[src/rtl/operand_issue_pkg.sv]
// operand_issue_pkg: shared state encoding and sizing constants for the operand feeder
package operand_issue_pkg;
  typedef enum logic [2:0] {GET_A, GET_B, GET_C, GET_D, ISSUE} state_e;
  localparam int DEF_WIDTH = 10;
  localparam int DEF_CNT_W = 8;
  localparam int ARITH_PIPE_LAT = 2;
endpackage

[src/rtl/operand_issue_if.sv]
// operand_issue_if: serial beat input, parallel operand issue and result return bundle
interface operand_issue_if #(
  parameter int WIDTH = operand_issue_pkg::DEF_WIDTH,
  parameter int CNT_W = operand_issue_pkg::DEF_CNT_W
);
  logic [WIDTH-1:0] in_data;
  logic             in_valid;
  logic             in_ready;
  logic [WIDTH-1:0] A, B, C, D;
  logic             issue_valid;
  logic [WIDTH-1:0] f_in;
  logic [WIDTH-1:0] res_data;
  logic             res_valid;
  logic [CNT_W-1:0] issue_count;
  modport master (
    output in_data, in_valid, f_in,
    input  in_ready, A, B, C, D, issue_valid, res_data, res_valid, issue_count
  );
  modport slave (
    input  in_data, in_valid, f_in,
    output in_ready, A, B, C, D, issue_valid, res_data, res_valid, issue_count
  );
endinterface

[src/rtl/operand_issue_valid_delay_line.sv]
// valid_delay_line: DEPTH-deep 1-bit shift register with synchronous reset
module valid_delay_line #(
  parameter int DEPTH = 2
) (
  input  logic clk,
  input  logic rst,
  input  logic d,
  output logic q
);
  logic [DEPTH-1:0] sr_q, sr_d;
  always_comb sr_d = (sr_q << 1) | DEPTH'(d);
  always_ff @(posedge clk) sr_q <= rst ? '0 : sr_d;
  assign q = sr_q[DEPTH-1];
endmodule

[src/rtl/operand_issue.sv]
// operand_issue: gathers serial A..D beats, issues them as one set and captures the returning F
module operand_issue
  import operand_issue_pkg::*;
#(
  parameter int WIDTH    = DEF_WIDTH,
  parameter int PIPE_LAT = ARITH_PIPE_LAT,
  parameter int CNT_W    = DEF_CNT_W
) (
  input logic clk,
  input logic rst,
  operand_issue_if.slave bus
);
  state_e state_q, state_d;
  logic [WIDTH-1:0] a_q, a_d, b_q, b_d, c_q, c_d, d_q, d_d, res_data_q, res_data_d;
  logic res_valid_q, res_valid_d;
  logic [CNT_W-1:0] cnt_q, cnt_d;
  logic issuing, acc, tag_out;
  always_comb begin
    issuing = state_q == ISSUE;
    acc = bus.in_valid && !issuing;
    state_d = issuing ? GET_A : acc ? state_e'(state_q + 3'd1) : state_q;
    a_d = (acc && state_q == GET_A) ? bus.in_data : a_q;
    b_d = (acc && state_q == GET_B) ? bus.in_data : b_q;
    c_d = (acc && state_q == GET_C) ? bus.in_data : c_q;
    d_d = (acc && state_q == GET_D) ? bus.in_data : d_q;
    cnt_d = issuing ? cnt_q + 1'b1 : cnt_q;
    res_valid_d = tag_out;
    res_data_d = tag_out ? bus.f_in : res_data_q;
  end
  always_ff @(posedge clk) begin
    if (rst) begin
      state_q     <= GET_A;
      a_q         <= '0;
      b_q         <= '0;
      c_q         <= '0;
      d_q         <= '0;
      cnt_q       <= '0;
      res_valid_q <= 1'b0;
      res_data_q  <= '0;
    end else begin
      state_q     <= state_d;
      a_q         <= a_d;
      b_q         <= b_d;
      c_q         <= c_d;
      d_q         <= d_d;
      cnt_q       <= cnt_d;
      res_valid_q <= res_valid_d;
      res_data_q  <= res_data_d;
    end
  end
  // tag marks which edge the arithmetic unit's F belongs to an issued set
  valid_delay_line #(.DEPTH(PIPE_LAT)) u_tag (
    .clk (clk),
    .rst (rst),
    .d   (issuing),
    .q   (tag_out)
  );
  assign bus.in_ready    = !issuing;
  assign bus.issue_valid = issuing;
  assign bus.A           = a_q;
  assign bus.B           = b_q;
  assign bus.C           = c_q;
  assign bus.D           = d_q;
  assign bus.res_data    = res_data_q;
  assign bus.res_valid   = res_valid_q;
  assign bus.issue_count = cnt_q;
endmodule

[src/flat_wrapper.sv]
// flat-port wrapper written by rule: the top's interface ports become plain ports
module operand_issue_flat import operand_issue_pkg::*;
#(
  parameter int WIDTH    = DEF_WIDTH,
  parameter int PIPE_LAT = ARITH_PIPE_LAT,
  parameter int CNT_W    = DEF_CNT_W
)
  (clk, rst, bus_in_data, bus_in_valid, bus_f_in, bus_in_ready, bus_A, bus_B, bus_C, bus_D, bus_issue_valid, bus_res_data, bus_res_valid, bus_issue_count);
  operand_issue_if #(.WIDTH(WIDTH), .CNT_W(CNT_W)) bus_i ();
  input logic clk;
  input logic rst;
  input wire logic [$bits(bus_i.in_data)-1:0] bus_in_data;
  input wire logic [$bits(bus_i.in_valid)-1:0] bus_in_valid;
  input wire logic [$bits(bus_i.f_in)-1:0] bus_f_in;
  output wire logic [$bits(bus_i.in_ready)-1:0] bus_in_ready;
  output wire logic [$bits(bus_i.A)-1:0] bus_A;
  output wire logic [$bits(bus_i.B)-1:0] bus_B;
  output wire logic [$bits(bus_i.C)-1:0] bus_C;
  output wire logic [$bits(bus_i.D)-1:0] bus_D;
  output wire logic [$bits(bus_i.issue_valid)-1:0] bus_issue_valid;
  output wire logic [$bits(bus_i.res_data)-1:0] bus_res_data;
  output wire logic [$bits(bus_i.res_valid)-1:0] bus_res_valid;
  output wire logic [$bits(bus_i.issue_count)-1:0] bus_issue_count;
  assign bus_i.in_data = bus_in_data;
  assign bus_i.in_valid = bus_in_valid;
  assign bus_i.f_in = bus_f_in;
  assign bus_in_ready = bus_i.in_ready;
  assign bus_A = bus_i.A;
  assign bus_B = bus_i.B;
  assign bus_C = bus_i.C;
  assign bus_D = bus_i.D;
  assign bus_issue_valid = bus_i.issue_valid;
  assign bus_res_data = bus_i.res_data;
  assign bus_res_valid = bus_i.res_valid;
  assign bus_issue_count = bus_i.issue_count;
  operand_issue #(.WIDTH(WIDTH), .PIPE_LAT(PIPE_LAT), .CNT_W(CNT_W)) u_core (.clk(clk), .rst(rst), .bus(bus_i));
endmodule
[config.mk]
export PLATFORM = sky130hd
export DESIGN_NAME = operand_issue_flat
export DESIGN_NICKNAME = d
export VERILOG_FILES = /design/src/rtl/operand_issue_pkg.sv /design/src/rtl/operand_issue_if.sv /design/src/rtl/operand_issue_valid_delay_line.sv /design/src/rtl/operand_issue.sv /design/src/flat_wrapper.sv
export SDC_FILE = /design/constraint.sdc
export NUM_CORES = 1
export LEC_CHECK = 0
export ABC_AREA = 1
export BUFFER_PORTS_ARGS = -buffer_cell sky130_fd_sc_hd__buf_2
export CAP_MARGIN = 10
export CORE_MARGIN = 3
export CORE_UTILIZATION = 30
export CTS_BUF_LIST = sky130_fd_sc_hd__clkbuf_4
export DETAILED_ROUTE_END_ITERATION = 16
export SLEW_MARGIN = 20
export SYNTH_ARGS = -nofsm -noshare
export SYNTH_HDL_FRONTEND = slang
export SYNTH_SLANG_ARGS = --single-unit
[constraint.sdc]
create_clock -name clk -period 1.6 [get_ports clk]
set_input_delay 0.32 -clock clk [delete_from_list [all_inputs] [get_ports clk]]
set_output_delay 0.32 -clock clk [all_outputs]
set_load 0.005 [all_outputs]
==> results.txt, run 1 <==
Across the VDD grid, the largest voltage drop is 0.480 mV. Core footprint: 8260 sq um. Across the run, the number of max-cap violations was 0.

Summed over all failing endpoints, the final setup total negative slack is 0 ns. In this run the critical register-to-register path is captured at u_core.bus.D[7]. The setup skew after layout is 0.0117 ns. The part of the cycle the worst path needs works out to 0.941. The worst register-to-register path has a setup slack of 0.18 ns. After global routing the overflow that remains totals 0. Counting every instance in the synthesized netlist gives 348.

The logs give 377 for the net count after synthesis and 0.754 for the worst max-slew margin expressed relative to the limit. The tools report the worst hold margin as 0.142 ns. The tools report the initial cell density of the core as 0.312. The initialized floorplan defines 33 standard-cell rows. For this run, design rule violations remaining after detail routing come to 0. The first routing iteration left 77 violations. The sum of net half-perimeters after detailed placement was 4520 um; the average routed wire per standard cell was 11.3 um. The maximum clock rate was 665 MHz. The total of buffers placed on input and output ports was 83.

The horizontal die dimension works out to 98.7 um. The tools report the cell at the root of the clock tree as clkbuf_4. The path class of the tightest hold or removal check is input port to register. The layout-stage area growth over the synthesis result is 28.5%, and the setup-violating endpoint count in the final report is 0. Synthesis inferred 64 register bits. The initial antenna violation count was 0; the mapped cell area was 2580 sq um. The ratio of cells with drive above 1 in the final layout works out to 0.277. The logs give 0 for the max-slew violation total from the final report and 1.65 nW for the leakage power.

0 antenna diodes ended up in the layout. Averaged over all synthesized cells, the footprint is 7.40 sq um. The number of cells on the worst reg-to-reg path is 10.

The via density per instance was 4.25; the die height was 98.7 um. The startpoint identified for the worst hold timing path is bus_f_in[6]. In this run, post-CTS hold repair placed 0 buffers. At the pin with the least slew margin, the transition time is 0.368 ns.

For this design the ratio of total power to cell area is 986 nW/um^2. The number of optimization iterations in the first detailed-route pass came out at 4. The tree built by TritonCTS fans out to 64 sinks. Summing all placed instances gives a cell area of 3110 sq um.

For the share of the yosys chip area belonging to registers, the log shows 0.497. Synthesis instantiated 21 different standard cells from the library. TritonCTS built the clock tree. Yosys printed 0 warnings.

The final non-filler cell area was 3310 sq um. The number of clock buffers added by TritonCTS is 9. The later pin in the worst-skew pair is clocked with a latency of 0.40 ns.

The tools report the number of global-route vias before repair as 2,170. The die covers 9740 sq um. The number of H-tree branching levels is 3.

The run finished with clean final reports. The total track usage was 0.133; the pin count of the biggest net entering global routing was 41. For the total number of vias, the log shows 2,331.

The data required time of the worst path is 1.28 ns. The first global-routing pass estimated 10,300 um of wire. Category of the critical setup timing path: register to primary output. At the worst endpoint, the arrival time is 1.18 ns. The worst setup path is captured at a primary output. The run gives 0 as the number of failing hold endpoints at the final stage. Wire length after detailed routing: 6180 um. The tools report the destination of the worst hold path as u_core.bus.res_data[6]. The filler cells instantiated in the layout total 878. STA classifies the critical path startpoint as a register.

The clock transition at the registers of the reported paths is 0.10 ns, and the register cell area after layout is 1280 sq um. In this run the critical register-to-register path is launched from u_core.state_q[0]. The number of antenna-violating nets in the routed design came out at 0. At the end of the flow, the number of nets in the layout was 468. For this design the top-level I/O count stands at 84. In this run the worst path has a maximum fanout of 4. The cell depth of the worst hold path is 3.

The longest clock path from root to sink contains 2 buffers. Summing all multi-input logic gate instances after layout gives 936 sq um. The smallest clock period supported by the final layout is computed as 1.50 ns. The run gives 0.731 as the final weighted congestion of routability-driven global placement.
## cell type report
class / instances / area share
inverter: 80 / 0.0922
clock buffer: 9 / 0.0204
timing repair buffer: 94 / 0.156
multi-input combinational: 190 / 0.283
tap: 105 / 0.0397
clock inverter: 7 / 0.0212
sequential: 64 / 0.388
## state kept, by name, summed over array words and instances, names as in the netlist
| name | cells |
|---|---|
| u_core.state_q | 3 |
| u_core.bus.C | 10 |
| u_core.bus.B | 10 |
| u_core.bus.A | 10 |
| u_core.u_tag.sr_q | 2 |
| u_core.bus.res_data | 10 |
| u_core.bus.res_valid | 1 |
| u_core.bus.issue_count | 8 |
| u_core.bus.D | 10 |
## cell usage after synthesis (all sizes together)
master,number,share of area
dfxtp,64,0.50
clkbuf,4,0.0058
o21ai,43,0.084
nand4,1,0.0024
nand2,48,0.077
buf,10,0.025
nand3,9,0.017
nor2,45,0.069
inv,80,0.12
o21a,1,0.0029
a22o,1,0.0034
a21oi,36,0.070
ha,6,0.029
## cell families (layout without fill, tap and decap cells)
kind of cell / after synthesis / count (layout) / share of synthesized area
simple gates: 103 / 103 / 0.166
buf+inv: 94 / 190 / 0.148
compound gates: 81 / 81 / 0.160
flops: 64 / 64 / 0.497
fa+ha+maj: 6 / 6 / 0.0291
## cells in the final DEF (no fill, tap or decap), drive strengths merged
master    count
a22o          1
nor2         45
buf          94
o21ai        43
clkinv        2
dfxtp        64
ha            6
nand2        48
clkinvlp      3
bufinv        1
clkbuf        9
inv          81
nand3         9
a21oi        36
o21a          1
nand4         1
## through the flow
step	cells	power (mW)	utilization	setup slack, ns
6_report	549	3.26	0.401	0.0952
4_1_cts	546	3.30	0.397	0.000999
2_1_floorplan	348	1.99	-	0.259
3_5_place_dp	529	2.19	0.376	0.132
5_1_grt	549	3.48	0.401	-0.00979
3_3_place_gp	529	2.18	0.376	0.188
## worst max-delay path, cell delays in order, from the launching register on
cell and delay (ns):
dfxtp_2 0.36, inv_4 0.05, ha_4 0.17, nand2_8 0.07, inv_4 0.04, buf_6 0.10
## routing by layer
metal / global-route usage / part of all wire
met5: 0 / 0
met4: 0.0315 / 0.0086
met3: 0.0630 / 0.093
met2: 0.196 / 0.42
met1: 0.177 / 0.48
## how the worst max path moves through the flow
stage / depth (start not counted) / slack, ns / start / endpoint
floorplan: 9 / 0.26 / u_core.state_q[0] / u_core.bus.D[0]
detailed placement: 7 / 0.13 / u_core.state_q[1] / u_core.state_q[2]
CTS: 5 / 0.001 / u_core.state_q[1] / bus_issue_valid
finish: 5 / 0.1 / u_core.state_q[0] / bus_issue_valid
global route: 5 / -0.01 / u_core.state_q[0] / bus_issue_valid
global placement: 9 / 0.19 / u_core.state_q[1] / u_core.bus.D[6]
## timing repair
| action | in CTS | in global routing |
|---|---|---|
| setup endpoints to repair | 2 | 2 |
| gates cloned | 0 | 0 |
| buffers inserted | 1 | 3 |
| pin swaps | 2 | 1 |
| resized for setup | 8 | 3 |
## report_power, final
part / switching, mW / leakage (nW) / internal, mW
combinational: 0.245 / 1.06 / 0.199
sequential: 0.0550 / 0.521 / 1.69
clock: 0.606 / 0.0660 / 0.473
Note: power is estimated with default switching activity, not from simulation.
==> run 2, diff against run 1 <==
Settings changed: BUFFER_PORTS_ARGS -buffer_cell sky130_fd_sc_hd__buf_2 to -buffer_cell sky130_fd_sc_hd__buf_4.
==> results.txt, run 2 (synthesized netlist as in run 1, its figures left out) <==
The run gives 3480 sq um (+5.2%) as the final non-filler cell area. The via density per instance was 4.27 (+0.47%); the average routed wire per standard cell was 11.8 um (+4.5%). The flow ran to the end, and the final reports show no timing, DRC or antenna violations.

The kind of start point of the critical path is a register. The shortest clock period the worst path allows after layout was 1.54 ns (+0.0359 ns); the horizontal die dimension was 98.7 um (unchanged). The setup path with the least slack is of type register to primary output. The max-slew violation total from the final report was 0 (unchanged); the number of fill cells in the layout was 861 (-1.9%). Setup slack of the worst register-to-register path: 0.12 ns (-0.06 ns). The leakage power came out at 1.67 nW (+1.3%). Measured slew at the worst slew-check pin: 0.387 ns (+0.0192 ns). The tools report the number of buffers created by CTS as 9 (unchanged). The maximum count of clock buffers along a single path is 2 (unchanged).

The most common library cell in the layout ignoring fill and taps is buf_4. The pin count of the biggest net entering global routing came out at 41 (unchanged). The number of antenna-violating nets in the routed design was 0 (unchanged); the total track usage was 0.135 (+0.00251).

The arrival time of the worst setup path is 1.22 ns (+0.04 ns), and the number of global-route vias before repair is 2,086 (-3.9%). The run gives 528 (-0.19%) as the instance count after placement with tap cells included. The final core area utilization was 0.422 (+0.0209); the insertion delay of the later-clocked pin in the worst-skew pair was 0.40 ns (about the same).

In the layout the commonest cells are buf_4 (91), inv_1 (74), dfxtp_1 (62), nand2_1 (45), nor2_1 (43). The initial antenna violation count came out at 0 (unchanged). The die height is 98.7 um (unchanged).

The logs give 3 (unchanged) for the number of H-tree branching levels and 545 (-0.73%) for the number of standard cells in the layout, taps in and fillers out. The initial detailed-routing violation count was 74 (-3.9%); the clock sink count was 64 (unchanged). The run gives 3300 sq um (+6.0%) as the post-place instance area. Layout-stage area growth over the synthesis result: 35.2%. The setup-violating endpoint count in the final report is 0 (unchanged). The cell at the root of the clock tree was clkbuf_4. The part of the cycle the worst path needs is 0.963 (+0.0224). The sum of net half-perimeters after detailed placement was 4590 um (+1.7%). The worst setup path is captured at a primary output. The initial cell density of the core is 0.312 (unchanged). The number of rows in the core area was 33 (unchanged); the setup skew after layout was 0.0120 ns (+0.000305 ns).

Setup repair after global routing could not meet its margin everywhere. Core footprint: 8260 sq um (unchanged). The clock transition at the registers of the reported paths was 0.10 ns (about the same).

The tools report the wire length of the first global-routing pass as 10,400 um (+0.67%). The count of inserted antenna diode cells came out at 0 (unchanged). The data required time of the worst path is 1.28 ns (about the same), and the worst max-slew margin expressed relative to the limit is 0.741 (-0.0128). The net count of the finished layout was 466 (-0.43%); the maximum fanout along the worst path was 4 (unchanged). The logs give 9740 sq um (unchanged) for the area of the die and 84 (unchanged) for the I/O pin total. The worst hold path belongs to the class input port to register.

The number of failing hold endpoints at the final stage is 0 (unchanged). The total congestion overflow after global routing was 0 (unchanged); the number of optimization iterations in the first detailed-route pass was 4 (unchanged). The final weighted congestion of routability-driven global placement was 0.789 (+8.0%); the maximum ir drop on the vdd rail was 0.738 mV (+54%).

The ratio of cells with drive above 1 in the final layout is 0.270 (-0.00657), and the total number of vias is 2,325 (-0.26%). The wire length after detailed routing is 6420 um (+3.8%). TritonCTS built the clock tree. The total of buffers placed on input and output ports is 83 (unchanged), and the maximum clock rate is 649 MHz (-2.3%).

The areal power density over the cells works out to 975 nW/um^2 (-1.1%). The max-cap check violation count is 0 (unchanged), and the detailed-route DRC error count is 0 (unchanged). The number of buffers inserted by hold repair at cts is 0 (unchanged).
==> run 2: layer usage <==
metal,GRT usage,vias to the layer above,wire (um)
met2,0.203,93,2700
met1,0.174,995,2990
met5,0,-,0
li1,-,1232,-
met4,0.0347,0,39
met3,0.0686,5,684
==> run 2: layout make-up <==
cell class | count | area (sq um) | share of cell area
Inverter | 80 | 305 | 0.0876
Timing Repair Buffer | 92 | 694 | 0.199
Multi-Input combinational cell | 190 | 927 | 0.266
Clock inverter | 5 | 73.8 | 0.0212
Sequential cell | 64 | 1280 | 0.369
Clock buffer | 9 | 67.6 | 0.0194
Tap cell | 105 | 131 | 0.0377
==> run 2: final timing paths <==
kind | startpoint | end | depth (start not counted)
min | rst | u_core.u_tag.sr_q[1] | 2
max reg2reg | u_core.state_q[1] | u_core.bus.D[7] | 10
min reg2reg | u_core.u_tag.sr_q[0] | u_core.u_tag.sr_q[1] | 2
max | u_core.state_q[1] | bus_issue_valid | 5
==> run 2: critical path, stage by stage, from the launching register on <==
cell and delay (ns):
dfxtp_2 0.37, inv_4 0.05, ha_4 0.16, nand2_4 0.09, inv_4 0.04, buf_6 0.11
==> run 2: report_power, final <==
| group | internal (mW) | leakage (nW) | switching, mW | total (mW) |
|---|---|---|---|---|
| sequential | 1.69 | 0.521 | 0.0617 | 1.75 |
| combinational | 0.243 | 1.07 | 0.241 | 0.484 |
| clock | 0.607 | 0.0791 | 0.557 | 1.16 |
==> run 2: per-stage QoR <==
step	TNS, ns	worst slack [ns]	hold slack, ns	power (mW)
floorplan	0	0.259	0.388	1.99
global placement	0	0.138	0.402	2.23
detailed placement	0	0.0548	0.402	2.24
CTS	0	0.00301	0.0963	3.43
global route	-0.0363	-0.0363	0.0861	3.59
finish	0	0.0593	0.119	3.40
==> run 2: repair_timing <==
action,in CTS,in global routing
endpoints found under the setup margin,2,1
pin swaps,1,1
resized for setup,6,4
buffers inserted,2,1
